## src/rtl/iaoq_pair.sv

```systemverilog
// iaoq_pair: PA-RISC style instruction address offset queue (front/back) with one buffered delayed-branch target.
module iaoq_pair #(
  parameter int WIDTH = 32,
  parameter logic [WIDTH-1:0] RESET_VEC = '0,
  parameter int INC = 4,
  parameter int ALIGN_BITS = 2
) (
  input  logic             clk,
  input  logic             reset,
  input  logic             LE,
  input  logic             br_valid,
  input  logic [WIDTH-1:0] br_target,
  input  logic             trap_valid,
  input  logic [WIDTH-1:0] trap_vec,
  output logic [WIDTH-1:0] front,
  output logic [WIDTH-1:0] back,
  output logic             pend_valid,
  output logic             br_drop
);
  typedef enum logic {RUN, PEND} state_t;
  localparam logic [WIDTH-1:0] STEP = WIDTH'(INC);
  localparam logic [WIDTH-1:0] MASK = ~(WIDTH'((64'd1 << ALIGN_BITS) - 64'd1));
  state_t state, state_n;
  logic [WIDTH-1:0] front_n, back_n, tgt, tgt_n, br_a, trap_a;
  logic drop_n;
  assign br_a = br_target & MASK;
  assign trap_a = trap_vec & MASK;
  always_ff @(posedge clk) begin
    if (reset) begin
      state <= RUN;
      front <= RESET_VEC;
      back <= RESET_VEC + STEP;
      tgt <= '0;
      br_drop <= 1'b0;
    end else begin
      state <= state_n;
      front <= front_n;
      back <= back_n;
      tgt <= tgt_n;
      br_drop <= drop_n;
    end
  end
  always_comb begin
    state_n = state;
    front_n = front;
    back_n = back;
    tgt_n = tgt;
    drop_n = 1'b0;
    if (trap_valid) begin
      front_n = trap_a;
      back_n = trap_a + STEP;
      state_n = RUN;
    end else if (LE) begin
      front_n = back;
      back_n = (state == PEND) ? tgt : br_valid ? br_a : back + STEP;
      tgt_n = (state == PEND && br_valid) ? br_a : tgt;
      state_n = (state == PEND && br_valid) ? PEND : RUN;
    end else if (br_valid) begin
      // a second branch while one is already buffered has nowhere to go
      drop_n = (state == PEND);
      tgt_n = (state == PEND) ? tgt : br_a;
      state_n = PEND;
    end
  end
  always_comb pend_valid = (state == PEND);
endmodule

```

## config.mk

```make
export PLATFORM = sky130hd
export DESIGN_NAME = iaoq_pair
export DESIGN_NICKNAME = d
export VERILOG_FILES = /design/src/rtl/iaoq_pair.sv
export SDC_FILE = /design/constraint.sdc
export NUM_CORES = 1
export LEC_CHECK = 0
export ABC_CLOCK_PERIOD_IN_PS = 1700
export BUFFER_PORTS_ARGS = -buffer_cell sky130_fd_sc_hd__buf_4
export CAP_MARGIN = 25
export CORE_AREA = 2 2 115 105
export CTS_BUF_LIST = sky130_fd_sc_hd__clkbuf_8
export DETAILED_ROUTE_END_ITERATION = 10
export DIE_AREA = 0 0 117 107
export HOLD_SLACK_MARGIN = 0.1
export PLACE_DENSITY = 0.77
export SLEW_MARGIN = 40
export SYNTH_ARGS = -nofsm -noshare
export SYNTH_HDL_FRONTEND = slang
export SYNTH_SLANG_ARGS = --single-unit
export TNS_END_PERCENT = 5
```

## constraint.sdc

```tcl
create_clock -name clk -period 1.7 [get_ports clk]
set_input_delay 0.085 -clock clk [delete_from_list [all_inputs] [get_ports clk]]
set_output_delay 0.085 -clock clk [all_outputs]
set_load 0.05 [all_outputs]
```

**Yosys cells after proc, flatten, opt, wreduce, memory -nomap -nowiden**

Index checks and enable logic that the tools add are counted.
Widths: inputs -> output; s select.

- Input bits: 69
- Logic and storage cells: 31
- Flip-flop bits (word level): 98
- Output and inout bits: 66

- Reductions and logical operators: 6
- Mux-type cells: 13
- Bitwise logic cells: 2
- Eq/ne operators: 2
- $add $sub $neg: 2

Operators by type and width:

| cell | number |
|---|---|
| $mux 32 | 10 |
| $add 32x3->32 const B | 2 |
| $reduce_and 4->1 | 1 |
| $reduce_bool 2->1 | 2 |
| $reduce_or 4->1 | 1 |
| $mux 1 | 3 |
| $ne 2x1->1 const B | 1 |
| $ne 2x2->1 const B | 1 |
| $not 1->1 | 2 |
| $reduce_or 2->1 | 1 |
| $logic_and 1x1->1 | 1 |

**Depth between registers and ports, before layout**

- Depth in word-level cells: 5
- Depth in mapped cells: 8
- Gate-level depth less buffers: 7

**Worst setup path after synthesis**

No wires, ideal clock.

- Path type: reg-to-reg
- From: register back[12]
- To: register back[21]
- Setup slack: -598 ps
- Cell stages (with the launch flop): 7
- Arrival time: 2,162 ps
- Setup time: 135 ps
- Buffers on the path: 0
- Path through: dfxtp_1 > nand4_2 > or4_4 > o21ai_0 > nand2_1 > a221oi_2 > a211oi_2

- Longest elaborated chain between the ends: 5

RTL lines:

| element | line | source |
|---|---|---|
| start: declaration | 16 | `output logic [WIDTH-1:0] back,` |
| start signal: assignment | 32 | `back <= RESET_VEC + STEP;` |
| start signal: assignment | 38 | `back <= back_n;` |
| $add 32x3->32 | 55 | `back_n = (state == PEND) ? tgt : br_valid ? br_a : back + STEP;` |
| $mux 32 (2 in series) | 55 |  |
| $mux 32 | 53 | `end else if (LE) begin` |
| $mux 32 | 49 | `if (trap_valid) begin` |

Every way passes these cells. The select of a mux whose other input is x is not followed.
A chain may end at the register's enable or synchronous reset.

**Worst setup path in the final report**

- From: register back[3]
- To: register back[15]

Same word-level chain as after synthesis.

==> impl_results.md <==
* Status: finished, violations left
* Failing checks: negative setup slack
* Post-synth EDFFs at 0
* DR vias at 6,353
* Peak VDD IR at 0.619 mV
* DR iter-0 viols at 535
* Crit path DAT at 2120 ps
* R2R Setup Slk at -150 ps
* Post-route DRC at 0
* NumNets Final at 1,015
* Avg Inst Size Synth at 7.56 um^2
* Largest cells by area after synthesis: dfxtp_1 33%, a21oi_1 8.5%, nand2_1 6.9%
* Detailed placement HPWL at 13,200 um
* CTS Buf Count at 9
* GR Util met3 at 0.0627
* Gr busiest metal: met2
* Slew Viols, Final at 0
* Initial core utilization at 0.489
* Flops & latches, synth at 92
* Synth warnings at 0
* Compound-Gate Fraction of Synth Area at 0.216
* Xor and xnor area share after synthesis at 0.0789
* Main synth FF type: dfxtp_1
* Final Power at 6.00 mW
* # diodes at 0
* Syn Std Cell Area at 5550 um^2
* Final std cells w/o fill at 1,105
* Max Cap Violations at 0
* Clock sink count at 92
* Drt pass-1 iters at 6
* DRT Wirelength at 19,200 um
* Worst setup margin at -148 ps
* Kind of critical path: reg -> reg
* H-tree depth at 3
* Power per cell area at 743 nW/um^2
* Area Growth Syn to Fin at 45.6%
* Final hold vios at 0
* Placed cells at 1,027
* Worst path top cell family by delay: compound AO/OA/AOI/OAI gates
* Fin crit share at 1.09
* HP Class: in -> reg
* TritonCTS clock tree: built
* Layout Skew at 10.8 ps
* Final setup fails at 12
* Clock Path Buffers at 2
* DR WL/cell at 17.4 um
* Initial antenna violation count at 0
* Met2 Use GR at 0.544
* Share of cells above drive strength 1 at 0.299
* Fin Hold WS at 122 ps
* RSZ-0062 raised after global routing: yes
* Tmin final at 1850 ps
* Clk Latency, worst-skew pair at 390 ps
* Num rows at 37
* Worst-path clk slew at 90 ps
* Vias per inst at 5.75
* Die area at 12,500 um^2
* Top post-synthesis cells by count: 102 x nand2_1, 100 x nor2_1, 94 x a21oi_1, 92 x dfxtp_1
* Overall die width at 117 um
* Simple-Gate Fraction of Synth Area at 0.260
* Reg-to-Reg Start: back[3]$_SDFFE_PP0P_
* Ys async rst share at 0
* Post-synth top area share at 0.332
* Core box area at 11,300 um^2
* CP Capture Type: flop
* Yosys top cell by area: dfxtp_1
* Met1 GRT Util at 0.357
* Tot GR Track Use at 0.309
* Largest net degree at the start of global routing at 102
* Num ports at 135
* Worst Setup SP: back[3]$_SDFFE_PP0P_
* Port bufs at 126
* CP Launch Type: flop
* Pleak at 3.35 nW
* Gpl congestion at 0.889
* Fill cells at 879
* Max Clock Freq at 541 MHz
* ANT nets after route at 0
* CP required at 1970 ps
* Register area share after synthesis at 0.332
* Cell mode on critical path: a211oi_2
* Mux contribution to synthesized area at 0.0505
* Post-Route Utilization at 0.712
* WP buf/inv at 2
* Largest family of logic cells by synthesized area: simple AND/OR/NAND/NOR gates
* Hold wc startpoint: trap_vec[17]
* Adder-Cell Fraction of Synth Area at 0.00631
* First-pass GRT wire length at 30,200 um
* Grt ovf at 0
* Syn Inst Count at 734
* CP cell instances: buf_6, nand2_8, nor4_4, buf_4, xnor2_2, a211oi_2, a211oi_2, a2111oi_2
* Most frequent cell after synthesis: nand2_1
* Vias in the first global route at 6,236
* CP max stage cell: dfxtp_4
* Max FO, Critical Path at 4
* Crit path largest cell delay at 370 ps
* Unique cell type count in the Yosys netlist at 60
* Clock Tree Root: clkbuf_8
* Height of the die at 107 um
[worst min-delay path, delay by kind of cell]
family | cells | cell delay, ps
AO/OA/AOI/OAI | 1 | 60
AND/OR/NAND/NOR | 1 | 100
buffers and inverters | 2 | 210
[path summary, 6_finish.rpt]
check / to / cells after the start
min reg2reg: tgt[4]$_SDFFE_PP0P_ / 2
max: back[15]$_SDFFE_PP0P_ / 8
min: front[17]$_SDFFE_PP0P_ / 4
max reg2reg: back[15]$_SDFFE_PP0P_ / 8
[power breakdown]
part           internal, mW  leakage, nW  total [mW]  switching [mW]
Clock                  1.01        0.127        1.82           0.813
Sequential             2.29        0.772        2.38          0.0928
Combinational         0.712         2.45        1.81            1.09
[stage by stage]
step                      setup TNS [ps]  setup slack (ps)  cell area, um^2
after global placement              -781              -112             7120
after floorplan                     -970              -125             5700
after detailed placement           -1820              -251             7120
after global routing               -2440              -212             8080
after CTS                           -661              -109             7990
final                               -779              -148             8080
[layout make-up]
cell class / instances / area [um^2] / share of cell area
Clock buffer: 10 / 138 / 0.0170
Clock inverter: 6 / 104 / 0.0129
Inverter: 16 / 60.1 / 0.00743
Multi-Input combinational cell: 570 / 3540 / 0.439
Sequential cell: 92 / 1930 / 0.239
Tap cell: 156 / 195 / 0.0242
Timing Repair Buffer: 255 / 2110 / 0.261
[what timing repair did]
| action | 4_1_cts | 5_1_grt |
|---|---|---|
| pin swaps | 8 | 6 |
| hold buffers | 58 | 0 |
| setup buffers | 2 | 2 |
| cloned | 0 | 0 |
| gates resized for setup | 10 | 17 |
| endpoints found under the setup margin | 20 | 21 |
| hold endpoints to repair | 72 | 0 |
[layout by cell type, fill, tap and decap left out, drive strengths merged, types with 2 or more instances in the layout]
master / count
a2111oi: 11
a211oi: 21
a21oi: 94
a221oi: 4
a311oi: 4
and3: 11
and4: 5
buf: 197
bufinv: 3
clkbuf: 10
clkinv: 3
conb: 4
dfxtp: 92
dlygate4sd3: 58
ha: 2
inv: 16
mux2i: 28
nand2: 102
nand2b: 3
nand3: 26
nand4: 14
nor2: 100
nor2b: 6
nor3: 13
nor4: 5
o211ai: 5
o21a: 4
o21ai: 34
o221ai: 3
or2: 3
or3: 2
or4: 2
xnor2: 36
xor2: 14
[flip-flops by register name, indices dropped and copies added, names as in the netlist]
| name | count |
|---|---|
| tgt | 30 |
| front | 30 |
| pend_valid | 1 |
| back | 30 |
| br_drop | 1 |
[routing by layer]
metal	up-vias	wire length, um
met1	3006	7370
met3	57	1330
met5	-	0
met2	310	9800
met4	0	695
li1	2980	-
[kinds of logic (layout without fill, tap and decap cells)]
logic type               Yosys count  after routing
AO/OA/AOI/OAI                    189            189
XOR/XNOR                          50             50
adder cells (fa/ha/maj)            3              3
buffers and inverters             75            287
flip-flops                        92             92
multiplexers                      28             28
other                              1              4
AND/OR/NAND/NOR                  296            296
Note: power is estimated with default switching activity, not from simulation.
